$ cat config.mk
export PLATFORM = sky130hd
export DESIGN_NAME = alu_seq_unit
export DESIGN_NICKNAME = d
export VERILOG_FILES = /design/src/rtl/alu_pkg.sv /design/src/rtl/alu_mul_seq.sv /design/src/rtl/alu_seq_unit.sv
export SDC_FILE = /design/constraint.sdc
export NUM_CORES = 1
export LEC_CHECK = 0
export CAP_MARGIN = 40
export CELL_PAD_IN_SITES_DETAIL_PLACEMENT = 1
export CELL_PAD_IN_SITES_GLOBAL_PLACEMENT = 1
export CORE_MARGIN = 2
export CORE_UTILIZATION = 35
export DETAILED_ROUTE_END_ITERATION = 10
export DONT_BUFFER_PORTS = 1
export MAX_ROUTING_LAYER = met4
export PLACE_DENSITY = 0.7
export SLEW_MARGIN = 15
export SYNTH_ARGS = -nofsm -noshare
export SYNTH_HDL_FRONTEND = slang
export SYNTH_SLANG_ARGS = --single-unit
$ cat constraint.sdc
create_clock -name Clock -period 5.9 [get_ports Clock]
set_clock_uncertainty 0.05 [all_clocks]
set_input_delay 1.18 -clock Clock [delete_from_list [all_inputs] [get_ports Clock]]
set_output_delay 1.18 -clock Clock [all_outputs]
set_load 0.01 [all_outputs]
$ cat src/rtl/alu_pkg.sv
// Shared definitions for the sequential ALU stage.
// Contents: operation-select encodings, flag bit positions inside the
// {Z,C,N,O} flag register, and the control FSM state type.
package alu_pkg;

    // Operation select encodings.
    localparam logic [4:0] FS_A    = 5'b00000;
    localparam logic [4:0] FS_B    = 5'b00001;
    localparam logic [4:0] FS_NOTA = 5'b00010;
    localparam logic [4:0] FS_NOTB = 5'b00011;
    localparam logic [4:0] FS_ADD  = 5'b00100;
    localparam logic [4:0] FS_ADC  = 5'b00101;
    localparam logic [4:0] FS_SUB  = 5'b00110;
    localparam logic [4:0] FS_AND  = 5'b00111;
    localparam logic [4:0] FS_OR   = 5'b01000;
    localparam logic [4:0] FS_XOR  = 5'b01001;
    localparam logic [4:0] FS_NAND = 5'b01010;
    localparam logic [4:0] FS_LSL  = 5'b01011;
    localparam logic [4:0] FS_LSR  = 5'b01100;
    localparam logic [4:0] FS_ASR  = 5'b01101;
    localparam logic [4:0] FS_CSL  = 5'b01110;
    localparam logic [4:0] FS_CSR  = 5'b01111;
    localparam logic [4:0] FS_MUL  = 5'b10000;

    // Flag register bit positions.
    localparam int unsigned FLG_Z = 3;
    localparam int unsigned FLG_C = 2;
    localparam int unsigned FLG_N = 1;
    localparam int unsigned FLG_O = 0;

    typedef enum logic [1:0] {
        StIdle = 2'd0,
        StMul  = 2'd1,
        StFin  = 2'd2
    } alu_state_e;

    // Encodings above FS_MUL leave result and flags untouched.
    function automatic logic is_reserved(input logic [4:0] fs);
        return fs > FS_MUL;
    endfunction

endpackage

$ cat src/rtl/alu_mul_seq.sv
// Iterative shift-add unsigned multiplier.
// Ports:
//   clk, rst_n : clock, asynchronous active-low reset
//   load       : capture a/b and clear the accumulator
//   step       : perform one shift-add iteration
//   a, b       : operands (only sampled on load)
//   product    : full 2*WIDTH accumulator; valid after WIDTH steps
module alu_mul_seq
    import alu_pkg::*;
#(
    parameter int unsigned WIDTH = 16
) (
    input  logic               clk,
    input  logic               rst_n,
    input  logic               load,
    input  logic               step,
    input  logic [WIDTH-1:0]   a,
    input  logic [WIDTH-1:0]   b,
    output logic [2*WIDTH-1:0] product
);

    logic [2*WIDTH-1:0] mcand_q, mcand_d;
    logic [WIDTH-1:0]   mplier_q, mplier_d;
    logic [2*WIDTH-1:0] prod_q, prod_d;

    always_comb begin
        mcand_d  = mcand_q;
        mplier_d = mplier_q;
        prod_d   = prod_q;
        if (load) begin
            mcand_d  = {{WIDTH{1'b0}}, a};
            mplier_d = b;
            prod_d   = '0;
        end else if (step) begin
            // Add the shifted multiplicand when the current multiplier LSB is set.
            if (mplier_q[0]) begin
                prod_d = prod_q + mcand_q;
            end
            mcand_d  = mcand_q << 1;
            mplier_d = mplier_q >> 1;
        end
    end

    always_ff @(posedge clk or negedge rst_n) begin
        if (!rst_n) begin
            mcand_q  <= '0;
            mplier_q <= '0;
            prod_q   <= '0;
        end else begin
            mcand_q  <= mcand_d;
            mplier_q <= mplier_d;
            prod_q   <= prod_d;
        end
    end

    assign product = prod_q;

endmodule

$ cat src/rtl/alu_seq_unit.sv
// 16-bit ALU stage with registered result and {Z,C,N,O} flags.
// Single-cycle ops commit on the Start edge; MUL runs MUL_CYCLES shift-add
// steps in alu_mul_seq and commits from the FIN state.
// Ports:
//   Clock, Reset : rising-edge clock, asynchronous active-low reset
//   A, B         : operands from the register file
//   FunSel, WF   : operation select and flag-write enable, sampled on Start
//   Start        : begin an operation; ignored while Busy
//   ALUOut       : registered result
//   FlagsOut     : {Z,C,N,O}
//   Busy         : multiply in flight
//   Done         : one-cycle pulse after result/flags commit
module alu_seq_unit
    import alu_pkg::*;
#(
    parameter int unsigned WIDTH      = 16,
    parameter int unsigned MUL_CYCLES = 16  // must equal WIDTH
) (
    input  logic             Clock,
    input  logic             Reset,
    input  logic [WIDTH-1:0] A,
    input  logic [WIDTH-1:0] B,
    input  logic [4:0]       FunSel,
    input  logic             WF,
    input  logic             Start,
    output logic [WIDTH-1:0] ALUOut,
    output logic [3:0]       FlagsOut,
    output logic             Busy,
    output logic             Done
);

    localparam int unsigned CntW = $clog2(MUL_CYCLES + 1);

    alu_state_e         state_q, state_d;
    logic [CntW-1:0]    cnt_q, cnt_d;
    logic [WIDTH-1:0]   alu_out_q, alu_out_d;
    logic [3:0]         flags_q, flags_d;
    logic               done_q, done_d;
    logic               wf_q, wf_d;

    logic               mul_load, mul_step;
    logic [2*WIDTH-1:0] mul_product;

    logic [WIDTH:0]     sum;
    logic [WIDTH-1:0]   op_res;
    logic               op_c, op_o, upd_c, upd_o;
    logic [3:0]         flags_op, flags_mul;
    logic               mul_hi_nz;

    alu_mul_seq #(
        .WIDTH(WIDTH)
    ) u_mul (
        .clk    (Clock),
        .rst_n  (Reset),
        .load   (mul_load),
        .step   (mul_step),
        .a      (A),
        .b      (B),
        .product(mul_product)
    );

    // Single-cycle datapath; upd_c/upd_o mark ops that define C/O.
    always_comb begin
        sum    = '0;
        op_res = '0;
        op_c   = 1'b0;
        op_o   = 1'b0;
        upd_c  = 1'b0;
        upd_o  = 1'b0;
        case (FunSel)
            FS_A:    op_res = A;
            FS_B:    op_res = B;
            FS_NOTA: op_res = ~A;
            FS_NOTB: op_res = ~B;
            FS_ADD, FS_ADC: begin
                sum    = {1'b0, A} + {1'b0, B}
                         + {{WIDTH{1'b0}}, (FunSel == FS_ADC) & flags_q[FLG_C]};
                op_res = sum[WIDTH-1:0];
                op_c   = sum[WIDTH];
                op_o   = (A[WIDTH-1] == B[WIDTH-1]) && (op_res[WIDTH-1] != A[WIDTH-1]);
                upd_c  = 1'b1;
                upd_o  = 1'b1;
            end
            FS_SUB: begin
                sum    = {1'b0, A} + {1'b0, ~B} + {{WIDTH{1'b0}}, 1'b1};
                op_res = sum[WIDTH-1:0];
                op_c   = sum[WIDTH];
                op_o   = (A[WIDTH-1] != B[WIDTH-1]) && (op_res[WIDTH-1] != A[WIDTH-1]);
                upd_c  = 1'b1;
                upd_o  = 1'b1;
            end
            FS_AND:  op_res = A & B;
            FS_OR:   op_res = A | B;
            FS_XOR:  op_res = A ^ B;
            FS_NAND: op_res = ~(A & B);
            FS_LSL: begin
                op_res = {A[WIDTH-2:0], 1'b0};
                op_c   = A[WIDTH-1];
                upd_c  = 1'b1;
            end
            FS_LSR: begin
                op_res = {1'b0, A[WIDTH-1:1]};
                op_c   = A[0];
                upd_c  = 1'b1;
            end
            FS_ASR: begin
                op_res = {A[WIDTH-1], A[WIDTH-1:1]};
                op_c   = A[0];
                upd_c  = 1'b1;
            end
            FS_CSL: begin
                op_res = {A[WIDTH-2:0], flags_q[FLG_C]};
                op_c   = A[WIDTH-1];
                upd_c  = 1'b1;
            end
            FS_CSR: begin
                op_res = {flags_q[FLG_C], A[WIDTH-1:1]};
                op_c   = A[0];
                upd_c  = 1'b1;
            end
            default: ;
        endcase
    end

    always_comb begin
        flags_op        = flags_q;
        flags_op[FLG_Z] = (op_res == '0);
        flags_op[FLG_N] = op_res[WIDTH-1];
        if (upd_c) flags_op[FLG_C] = op_c;
        if (upd_o) flags_op[FLG_O] = op_o;
    end

    // C and O both report truncation of the product.
    assign mul_hi_nz = |mul_product[2*WIDTH-1:WIDTH];

    always_comb begin
        flags_mul        = '0;
        flags_mul[FLG_Z] = (mul_product[WIDTH-1:0] == '0);
        flags_mul[FLG_C] = mul_hi_nz;
        flags_mul[FLG_N] = mul_product[WIDTH-1];
        flags_mul[FLG_O] = mul_hi_nz;
    end

    always_comb begin
        state_d   = state_q;
        cnt_d     = cnt_q;
        alu_out_d = alu_out_q;
        flags_d   = flags_q;
        done_d    = 1'b0;
        wf_d      = wf_q;
        mul_load  = 1'b0;
        mul_step  = 1'b0;
        unique case (state_q)
            StIdle: begin
                if (Start) begin
                    if (FunSel == FS_MUL) begin
                        mul_load = 1'b1;
                        wf_d     = WF;
                        cnt_d    = '0;
                        state_d  = StMul;
                    end else begin
                        done_d = 1'b1;
                        if (!is_reserved(FunSel)) begin
                            alu_out_d = op_res;
                            if (WF) flags_d = flags_op;
                        end
                    end
                end
            end
            StMul: begin
                mul_step = 1'b1;
                cnt_d    = cnt_q + 1'b1;
                if (cnt_q == CntW'(MUL_CYCLES - 1)) state_d = StFin;
            end
            StFin: begin
                alu_out_d = mul_product[WIDTH-1:0];
                if (wf_q) flags_d = flags_mul;
                done_d  = 1'b1;
                state_d = StIdle;
            end
            default: state_d = StIdle;
        endcase
    end

    always_ff @(posedge Clock or negedge Reset) begin
        if (!Reset) begin
            state_q   <= StIdle;
            cnt_q     <= '0;
            alu_out_q <= '0;
            flags_q   <= '0;
            done_q    <= 1'b0;
            wf_q      <= 1'b0;
        end else begin
            state_q   <= state_d;
            cnt_q     <= cnt_d;
            alu_out_q <= alu_out_d;
            flags_q   <= flags_d;
            done_q    <= done_d;
            wf_q      <= wf_d;
        end
    end

    assign ALUOut   = alu_out_q;
    assign FlagsOut = flags_q;
    assign Busy     = (state_q != StIdle);
    assign Done     = done_q;

endmodule

After elaboration in Yosys (flattened, before gate mapping):

Cells that the tools add are included.

* mux-type cells: 38
* bitwise gates (word level): 7
* reduce and logical (&&, ||, !) cells: 25
* add/subtract/negate cells: 6
* magnitude comparators: 1
* equality and inequality tests: 32

Operators by type and width (number)
* 16-bit one-hot mux with 15 select lines: 1
* 32-bit two-way mux: 5
* 16-bit two-way mux: 5
* 16-bit inverter: 3
* 5-bit by 4-bit == test with 1-bit output (second input constant): 9
* 16-bit by 16-bit adder with 17-bit output: 2
* 32-bit adder: 1
* 16-bit logical NOT: 2
* 16-bit one-hot mux with 2 select lines: 1
* 5-bit by 3-bit == test with 1-bit output (second input constant): 4
* 4-bit two-way mux: 5
* 2-bit inequality test (second input constant): 9
* 17-bit by 1-bit adder with 17-bit output: 1
* 17-bit by 1-bit adder with 17-bit output (second input constant): 1
* 16-bit AND: 1
* 16-bit bitwise OR: 1
* 16-bit OR reduction: 1
* 16-bit XOR: 1
* 7-bit AND reduction: 2
* 5-bit by 2-bit == test with 1-bit output (second input constant): 2
* 1-bit two-way mux: 10
* 5-bit two-way mux: 2
* 5-bit one-hot mux with 2 select lines: 1
* 2-bit nonzero test: 5
* 24 further kinds: 34

* output and inout port bits: 22
* input bits: 41
* register bits after elaboration: 109
* word-level logic and storage cells: 120

Depth between registers and ports, before layout:

Gate-level depths: netlist of run 1.

* word-level depth: 12
* gate-level depth with buffers: 15
* depth with buffers taken out: 14

Hierarchy:

A second synthesis of run 1 with hierarchy kept.

* cell total of the unflattened synthesis: 1215
* area total of the unflattened synthesis: 10049.6 um^2

Modules (own cells, without submodules)
* alu_seq_unit: instances 1, seq. area each 725.7 um^2, area an instance 5092.4 um^2, cells an instance 663
* alu_mul_seq: instances 1, seq. area each 2001.9 um^2, area an instance 4957.3 um^2, cells an instance 552

Worst setup path before layout of run 1:

OpenSTA, ideal clock, no wires.

* path type: input to register
* start point: input FunSel[3]
* end point: register flags_q[3] (netlist: FlagsOut[3])
* data required time: 5.774 ns
* arrival: 4.927 ns
* slack: 0.846 ns
* stages: 15
* path through: buf_2 > nor3b_1 > nand3_1 > fa_1 > fa_1 > nand2b_1 > a21boi_0 > o21ai_0 > a21oi_1 > nor2_1 > o21ai_0 > a41oi_1 > or4_1 > or4_1 > o21ai_1

* word-level cells in the longest chain between the ends: 10
* elaborated cells between the ends (all ways): 31

RTL lines
* start: declaration: RTL line alu_seq_unit.sv:23 `input logic [4:0] FunSel,`
* 5-bit by 3-bit == test with 1-bit output
* 1-bit AND: RTL line alu_seq_unit.sv:77 `+ {{WIDTH{1'b0}}, (FunSel == FS_ADC) & flags_q[FLG_C]};`
* 17-bit by 1-bit adder with 17-bit output: RTL line alu_seq_unit.sv:77
* 16-bit one-hot mux with 15 select lines: RTL line alu_seq_unit.sv:70 `case (FunSel)`
* 16-bit logical NOT: RTL line alu_seq_unit.sv:127 `flags_op[FLG_Z] = (op_res == '0);`
* 4-bit two-way mux: RTL line alu_seq_unit.sv:165 `if (WF) flags_d = flags_op;`
* 4-bit two-way mux: RTL line alu_seq_unit.sv:163 `if (!is_reserved(FunSel)) begin`
* 4-bit two-way mux: RTL line alu_seq_unit.sv:156 `if (FunSel == FS_MUL) begin`
* 4-bit two-way mux: RTL line alu_seq_unit.sv:155 `if (Start) begin`
* 4-bit one-hot mux with 2 select lines: RTL line alu_seq_unit.sv:153 `unique case (state_q)`
* end signal: assignment: RTL line alu_seq_unit.sv:197 `flags_q <= flags_d;`
* end: declaration: RTL line alu_seq_unit.sv:37 `logic [3:0] flags_q, flags_d;`

Several ways; a longest one is shown, not always the timed one. The select of a mux whose other input is x is not followed.
A chain may end at the register's enable or synchronous reset.

Final worst setup path of run 1:

* start point: input FunSel[1]
* end point: register flags_q[3] (netlist: FlagsOut[3])

Same word-level chain as after synthesis.

==> flow_metrics.env, run 1 <==
export IMPL_outcome="complete, no violations"
export IMPL_synth_area_leader_cell="dfrtp_1"
export IMPL_design_power_total_mw=3.329
export IMPL_synth_async_sr_flop_share=1.000
export IMPL_first_pass_iters=7
export IMPL_max_freq_ghz=0.1961
export IMPL_clockBufferDepth=2
export IMPL_syn_area_sq_um=9457
export IMPL_mostFrequentLayoutCells="nand2_1 (195), dfrtp_1 (109), o21ai_0 (82)"
export IMPL_drc=0
export IMPL_clk_insertion_delay_late_ps=380
export IMPL_p_int_mw=1.876
export IMPL_grt_max_degree=110
export IMPL_synth_main_ff_cell="dfrtp_1"
export IMPL_peakVddDrop_uv=207.7
export IMPL_yosys_warnings=0
export IMPL_critPathKind="primary input to flop"
export IMPL_finalCritPeriodShare=0.8641
export IMPL_slowest_delay_ps=580
export IMPL_worst_ep_arrival_time_ps=5340
export IMPL_min_path_type="primary input to async pin"
export IMPL_clock_sinks=109
export IMPL_p_per_area_nw_per_um2=330.5
export IMPL_dieArea_sq_um=28350
export IMPL_p_comb_frac=0.428
export IMPL_ctsHoldBuffers=0
export IMPL_via_count=8972
export IMPL_p_clk_frac=0.190
export IMPL_reg2reg_depth=13
export IMPL_cts_tree="yes"
export IMPL_setup_viol=0
export IMPL_cpLargestDelayFamily="simple AND/OR/NAND/NOR gates"
export IMPL_swShare=0.4364
export IMPL_pre_cts_slack_ps=499.2
export IMPL_slowest_stage="or4_1"
export IMPL_cts_buffers=9
export IMPL_initial_core_util=0.3538
export IMPL_synth_edf_count=0
export IMPL_critPathMaxFanout=39
export IMPL_netlist_top_cells_area="dfrtp_1 (29%), ha_1 (11%), nand2_1 (7.7%), o21ai_0 (4.3%), a21oi_1 (4.3%)"
export IMPL_holdWs_ps=451.4
export IMPL_grt_setup_unrepaired="no"
export IMPL_post_cts_buffers=0
export IMPL_post_drt_wl_per_cell_um=23.54
export IMPL_clkTransAtPathRegs_ps=80
export IMPL_synth_nets=1297
export IMPL_die_x_um=168.4
export IMPL_syn_inst=1171
export IMPL_setup_slack_ps=801.6
export IMPL_p_leak_nw=4.668
export IMPL_via_per_inst=6.054
export IMPL_worstMarginPinSlew_ps=876.9
export IMPL_ant_nets=0
export IMPL_min_period_ps=5098
export IMPL_cts_root_buf="clkbuf_16"
export IMPL_grt_pass1_vias=9112
export IMPL_drtIter0Drc=718
export IMPL_synth_top_cell_area_share=0.2884
export IMPL_n_fill_cell=3191
export IMPL_fin_util=0.3769
export IMPL_die_y_um=168.4
export IMPL_crit_chain="nor2b_1 > nand3_1 > fa_1 > fa_1 > nand2b_1 > a21boi_0 > o21ai_0 > a21oi_1 > nor2_1 > o21ai_0 > a41oi_1 > or4_1 > or4_1 > o21ai_1"
export IMPL_seqPwrFrac=0.381
export IMPL_layout_drive_gt1_share=0.05259
export IMPL_antenna_found_initial=0
export IMPL_ys_ff_latch=109
export IMPL_power_switching_mw=1.453
export IMPL_cp_buffers_inverters=0
export IMPL_grt_remaining_overflow=0
export IMPL_cap_violations=0
export IMPL_syn2layout_area_growth_pct=6.523
export IMPL_io_pins=63
export IMPL_core_sq_um=26730
export IMPL_rows=60
export IMPL_maxSlewViolCount=0
export IMPL_h_tree_depth=3
export IMPL_layout_nets=1262
export IMPL_worstPathRequired_ps=6140
export IMPL_post_cts_resized=0
export IMPL_antenna_cells=0
export IMPL_endpoint_kind="flop"
export IMPL_wl_um=34880
export IMPL_startpoint_type="primary input"
export IMPL_port_buffers=0
export IMPL_tns_ps=0
export IMPL_crit_cells=14
export IMPL_grt_pass1_wl_um=53830
export IMPL_synth_distinct_cells=79
export IMPL_seq_area_frac_synth=0.2884
export IMPL_gr_usage_all_layers=0.2532
export IMPL_final_common_cell="nand2_1"
export IMPL_hold_viol=0
export IMPL_syn_area_per_cell_sq_um=8.076
export IMPL_gp_congestion=0.9425
export IMPL_slew_headroom=0.4072
export IMPL_dp_final_hpwl_um=26360
-- power groups by stage --
stage	clock network (mW)	logic [mW]	registers, mW
2_1_floorplan	0	1.10	1.17
3_3_place_gp	0	1.35	1.27
3_5_place_dp	0	1.41	1.28
4_1_cts	0.650	1.42	1.27
5_1_grt	0.673	1.60	1.30
6_report	0.633	1.43	1.27
-- flip-flops by register name, summed over array words and instances, names as in the netlist --
register / cells
state_q: 2
cnt_q: 5
u_mul.mcand_q: 32
u_mul.product: 32
ALUOut: 16
wf_q: 1
u_mul.mplier_q: 16
Done: 1
FlagsOut: 4
-- worst paths after layout --
path | to | from | slack (ps)
worst max-delay path | FlagsOut[3]$_DFFE_PN0P_ | FunSel[1] | 800
worst min-delay path | u_mul.product[13]$_DFFE_PN0P_ | Reset | 450
worst max register to register | FlagsOut[3]$_DFFE_PN0P_ | FlagsOut[2]$_DFFE_PN0P_ | 1310
worst min register to register | u_mul.mplier_q[0]$_DFFE_PN0P_ | u_mul.mplier_q[0]$_DFFE_PN0P_ | 470
max in group asynchronous | ALUOut[14]$_DFFE_PN0P_ | Reset | 5100
min in group Clock | u_mul.mplier_q[0]$_DFFE_PN0P_ | u_mul.mplier_q[0]$_DFFE_PN0P_ | 470
-- metrics by stage --
stage               std cells  instance area, sq um
finish                   1482                 10070
global route             1482                 10070
CTS                      1482                 10070
detailed placement       1466                  9769
global placement         1460                  9694
floorplan                1171                  9457
-- per-layer routing --
metal / wire length, um / vias to the layer above / GRT usage
met3: 2236 / 85 / 0.04278
met5: 0 / - / -
met4: 1536 / 0 / 0.1113
li1: - / 4174 / -
met1: 15530 / 4399 / 0.3286
met2: 15580 / 314 / 0.3890
-- worst register-to-register path: cells and delay by family (launching register included) --
family,cells,cell delay (ps)
fa+ha+maj,2,890
compound gates,6,1470
simple gates,5,1510
flops,1,600
-- logic make-up after synthesis --
| family | after synthesis | synth area share |
|---|---|---|
| buffers and inverters | 125 | 0.05464 |
| xor gates and xnor gates | 49 | 0.04538 |
| AOI/OAI and AO/OA | 364 | 0.2571 |
| muxes | 38 | 0.04181 |
| and+or+nand+nor | 401 | 0.1970 |
| adders and majority gates | 85 | 0.1156 |
| DFF | 109 | 0.2884 |
-- area by class of cell --
class / count / area [sq um] / share of cell area
Clock inverter: 7 / 78.83 / 0.007825
Sequential cell: 109 / 2728 / 0.2708
Clock buffer: 9 / 225.2 / 0.02236
Tap cell: 341 / 426.7 / 0.04236
Timing Repair Buffer: 16 / 150.1 / 0.01490
Multi-Input combinational cell: 937 / 6228 / 0.6183
Inverter: 63 / 236.5 / 0.02348
-- synthesized netlist by cell type (4+ instances only) --
cell,count
buf_1,6
clkbuf_1,40
o211ai_1,8
a41oi_1,4
xor2_1,28
o221ai_1,5
a221oi_1,13
or4_1,7
a31oi_1,10
fa_1,4
and2_1,8
nor4_1,13
nand2_1,195
ha_1,81
a22oi_1,21
a221o_1,7
buf_6,4
dfrtp_1,109
o2111ai_1,5
o31ai_1,8
nor3b_1,6
buf_2,11
nand3_1,19
o21ai_1,8
inv_1,63
nor4b_1,6
o21a_1,4
o21bai_1,11
nand2b_1,7
a211oi_1,4
nor2_1,68
a22o_1,5
nor2b_1,10
a21oi_1,81
xnor2_1,21
mux2i_1,35
a21o_1,22
or3_1,5
and3_1,12
o21ai_0,82
o22ai_1,17
nand4_1,10
nor3_1,22
Power figures use the tool's default switching activity.
==> run 2: changes to the inputs <==
- ABC_AREA: not set -> 1
- PLACE_DENSITY: 0.7 -> 0.73
==> flow_metrics.env, run 2 <==
export IMPL_outcome="complete, no violations"
export IMPL_seq_area_frac_synth=0.2711
export IMPL_crit_chain="inv_2 > nand2_1 > nor2_1 > nand3_1 > fa_1 > fa_1 > inv_1 > nand3_1 > nand2_1 > nand2_1 > nand3_1 > o21ai_0 > nor2_1 > nand2_1 > nor2_1 > nand2_1 > nor2_1 > nand4_1 > a21oi_1"
export IMPL_cts_tree="yes"
export IMPL_grt_max_degree=110
export IMPL_seqPwrFrac=0.359
export IMPL_p_int_mw=1.970
export IMPL_first_pass_iters=5
export IMPL_cts_root_buf="clkbuf_16"
export IMPL_synth_most_common_cell="nand2_1"
export IMPL_post_cts_buffers=0
export IMPL_critPathKind="primary input to flop"
export IMPL_syn_inst=1601
export IMPL_drc=0
export IMPL_core_sq_um=28470
export IMPL_drtIter0Drc=807
export IMPL_slowest_delay_ps=440
export IMPL_slew_headroom=0.4360
export IMPL_reg2reg_depth=12
export IMPL_h_tree_depth=3
export IMPL_antenna_found_initial=0
export IMPL_power_switching_mw=1.949
export IMPL_p_per_area_nw_per_um2=364.2
export IMPL_peakVddDrop_uv=160.6
export IMPL_design_power_total_mw=3.919
export IMPL_mostFrequentLayoutCells="nand2_1 (406), inv_1 (220), nor2_1 (175)"
export IMPL_via_per_inst=5.537
export IMPL_initial_core_util=0.3534
export IMPL_clk_insertion_delay_late_ps=370
export IMPL_cpLargestDelayFamily="simple AND/OR/NAND/NOR gates"
export IMPL_antenna_cells=0
export IMPL_setup_viol=0
export IMPL_clockBufferDepth=2
export IMPL_dieArea_sq_um=30120
export IMPL_grt_pass1_vias=11250
export IMPL_clock_sinks=109
export IMPL_cts_buffers=9
export IMPL_layout_drive_gt1_share=0.03542
export IMPL_max_freq_ghz=0.2502
export IMPL_endpoint_kind="flop"
export IMPL_synth_edf_count=0
export IMPL_swShare=0.4973
export IMPL_grt_pass1_wl_um=64590
export IMPL_grt_remaining_overflow=0
export IMPL_synth_top_cell_area_share=0.2711
export IMPL_final_common_cell="nand2_1"
export IMPL_cap_violations=0
export IMPL_clkTransAtPathRegs_ps=90
export IMPL_synth_async_sr_flop_share=1.000
export IMPL_p_leak_nw=5.542
export IMPL_grt_setup_unrepaired="no"
export IMPL_ys_ff_latch=109
export IMPL_synth_main_ff_cell="dfrtp_1"
export IMPL_worst_ep_arrival_time_ps=4240
export IMPL_via_count=10880
export IMPL_min_path_type="primary input to async pin"
export IMPL_ctsHoldBuffers=0
export IMPL_rows=62
export IMPL_synth_distinct_cells=40
export IMPL_gp_congestion=0.9468
export IMPL_min_period_ps=3997
export IMPL_dp_final_hpwl_um=32600
export IMPL_die_y_um=173.5
export IMPL_synth_nets=1727
export IMPL_io_pins=63
export IMPL_synth_area_leader_cell="dfrtp_1"
export IMPL_fin_cells=1965
export IMPL_syn_area_per_cell_sq_um=6.284
export IMPL_cpMostUsedCell="nand2_1"
export IMPL_die_x_um=173.5
export IMPL_startpoint_type="primary input"
export IMPL_ant_nets=0
export IMPL_tns_ps=0
export IMPL_netlist_top_cells_area="dfrtp_1 (27%), nand2_1 (15%), ha_1 (10%), inv_1 (8.2%), o21ai_0 (7.3%)"
export IMPL_crit_cells=19
export IMPL_post_drt_wl_per_cell_um=20.98
export IMPL_layout_nets=1702
export IMPL_synthTopCellsByCount="nand2_1 (406), inv_1 (220), nor2_1 (178)"
export IMPL_n_fill_cell=3752
export IMPL_yosys_warnings=0
export IMPL_worstMarginPinSlew_ps=842.9
export IMPL_hold_viol=0
export IMPL_critPathMaxFanout=23
export IMPL_worstPathRequired_ps=6140
export IMPL_gr_usage_all_layers=0.2837
export IMPL_syn2layout_area_growth_pct=6.952
export IMPL_finalCritPeriodShare=0.6775
export IMPL_cp_buffers_inverters=2
export IMPL_slowest_stage="fa_1"
export IMPL_post_cts_resized=0
export IMPL_syn_area_sq_um=10060
export IMPL_maxSlewViolCount=0
export IMPL_p_clk_frac=0.159
export IMPL_p_comb_frac=0.482
export IMPL_wl_um=41230
export IMPL_dp_cells=1948
export IMPL_port_buffers=0
run 2: changes by cell type in the layout (fill, tap and decap cells not counted), sizes merged, moves of 35 or more:
cell,change
a21oi,+41
nor2,+115
nand2,+213
o21ai,+56
mux2i,-35
nand3,+109
inv,+163
run 2: worst reg2reg max path, stage by stage, from the launching register on:
cell and delay, ps:
dfrtp_1 410, nor2_1 90, inv_1 260, nor2_1 80, inv_1 100, nor2_1 40, nand2_1 70, buf_4 310
clkinv_1 760, nor2_1 310, buf_4 250, inv_1 360, o21ai_0 310
run 2: worst paths after layout:
path	start	endpoint	slack (ps)
max reg2reg	state_q[0]$_DFFE_PN0P_	u_mul.product[16]$_DFFE_PN0P_	2430
max	FunSel[4]	FlagsOut[3]$_DFFE_PN0P_	1900
min	Reset	u_mul.mcand_q[19]$_DFFE_PN0P_	450
min reg2reg	u_mul.mplier_q[5]$_DFFE_PN0P_	u_mul.mplier_q[5]$_DFFE_PN0P_	450
max in group asynchronous	Reset	u_mul.mplier_q[9]$_DFFE_PN0P_	5190
min in group Clock	u_mul.mplier_q[5]$_DFFE_PN0P_	u_mul.mplier_q[5]$_DFFE_PN0P_	450
run 2: cells by family (layout without fill, tap and decap cells):
kind of cell,after synthesis,in the layout,synth area share
simple gates,778,778,0.3214
compound gates,342,342,0.1859
buf+inv,280,260,0.1068
flops,109,109,0.2711
fa+ha+maj,85,85,0.1087
xor+xnor,7,7,0.006094
run 2: layout make-up:
type	count	area, sq um	share of cell area
Clock buffer	10	239.0	0.02221
Clock inverter	6	52.55	0.004884
Inverter	227	852.1	0.07919
Multi-Input combinational cell	1212	6266	0.5823
Sequential cell	109	2728	0.2535
Tap cell	384	480.5	0.04465
Timing Repair Buffer	17	142.6	0.01326
run 2: power groups by stage:
stage	sequential (mW)	clock, mW	combinational [mW]
after CTS	1.41	0.638	1.87
after global routing	1.45	0.664	2.14
after global placement	1.41	0	1.78
after detailed placement	1.42	0	1.85
after floorplan	1.28	0	1.36
final	1.41	0.623	1.89
run 2: through the flow:
step	util	setup slack (ps)	hold slack (ps)	cell area (sq um)
3_3_place_gp	0.3659	1703	408.0	10420
4_1_cts	0.3777	1962	434.6	10750
5_1_grt	0.3780	1465	434.8	10760
2_1_floorplan	-	2388	395.7	10060
3_5_place_dp	0.3675	1572	424.0	10460
6_report	0.3780	1903	446.7	10760
run 2: per-layer routing:
metal,vias to the layer above,GRT usage,share of wire
li1,5195,-,-
met1,5278,0.3491,0.43
met2,329,0.4672,0.47
met3,78,0.04057,0.060
met4,0,0.1176,0.045
met5,-,-,0
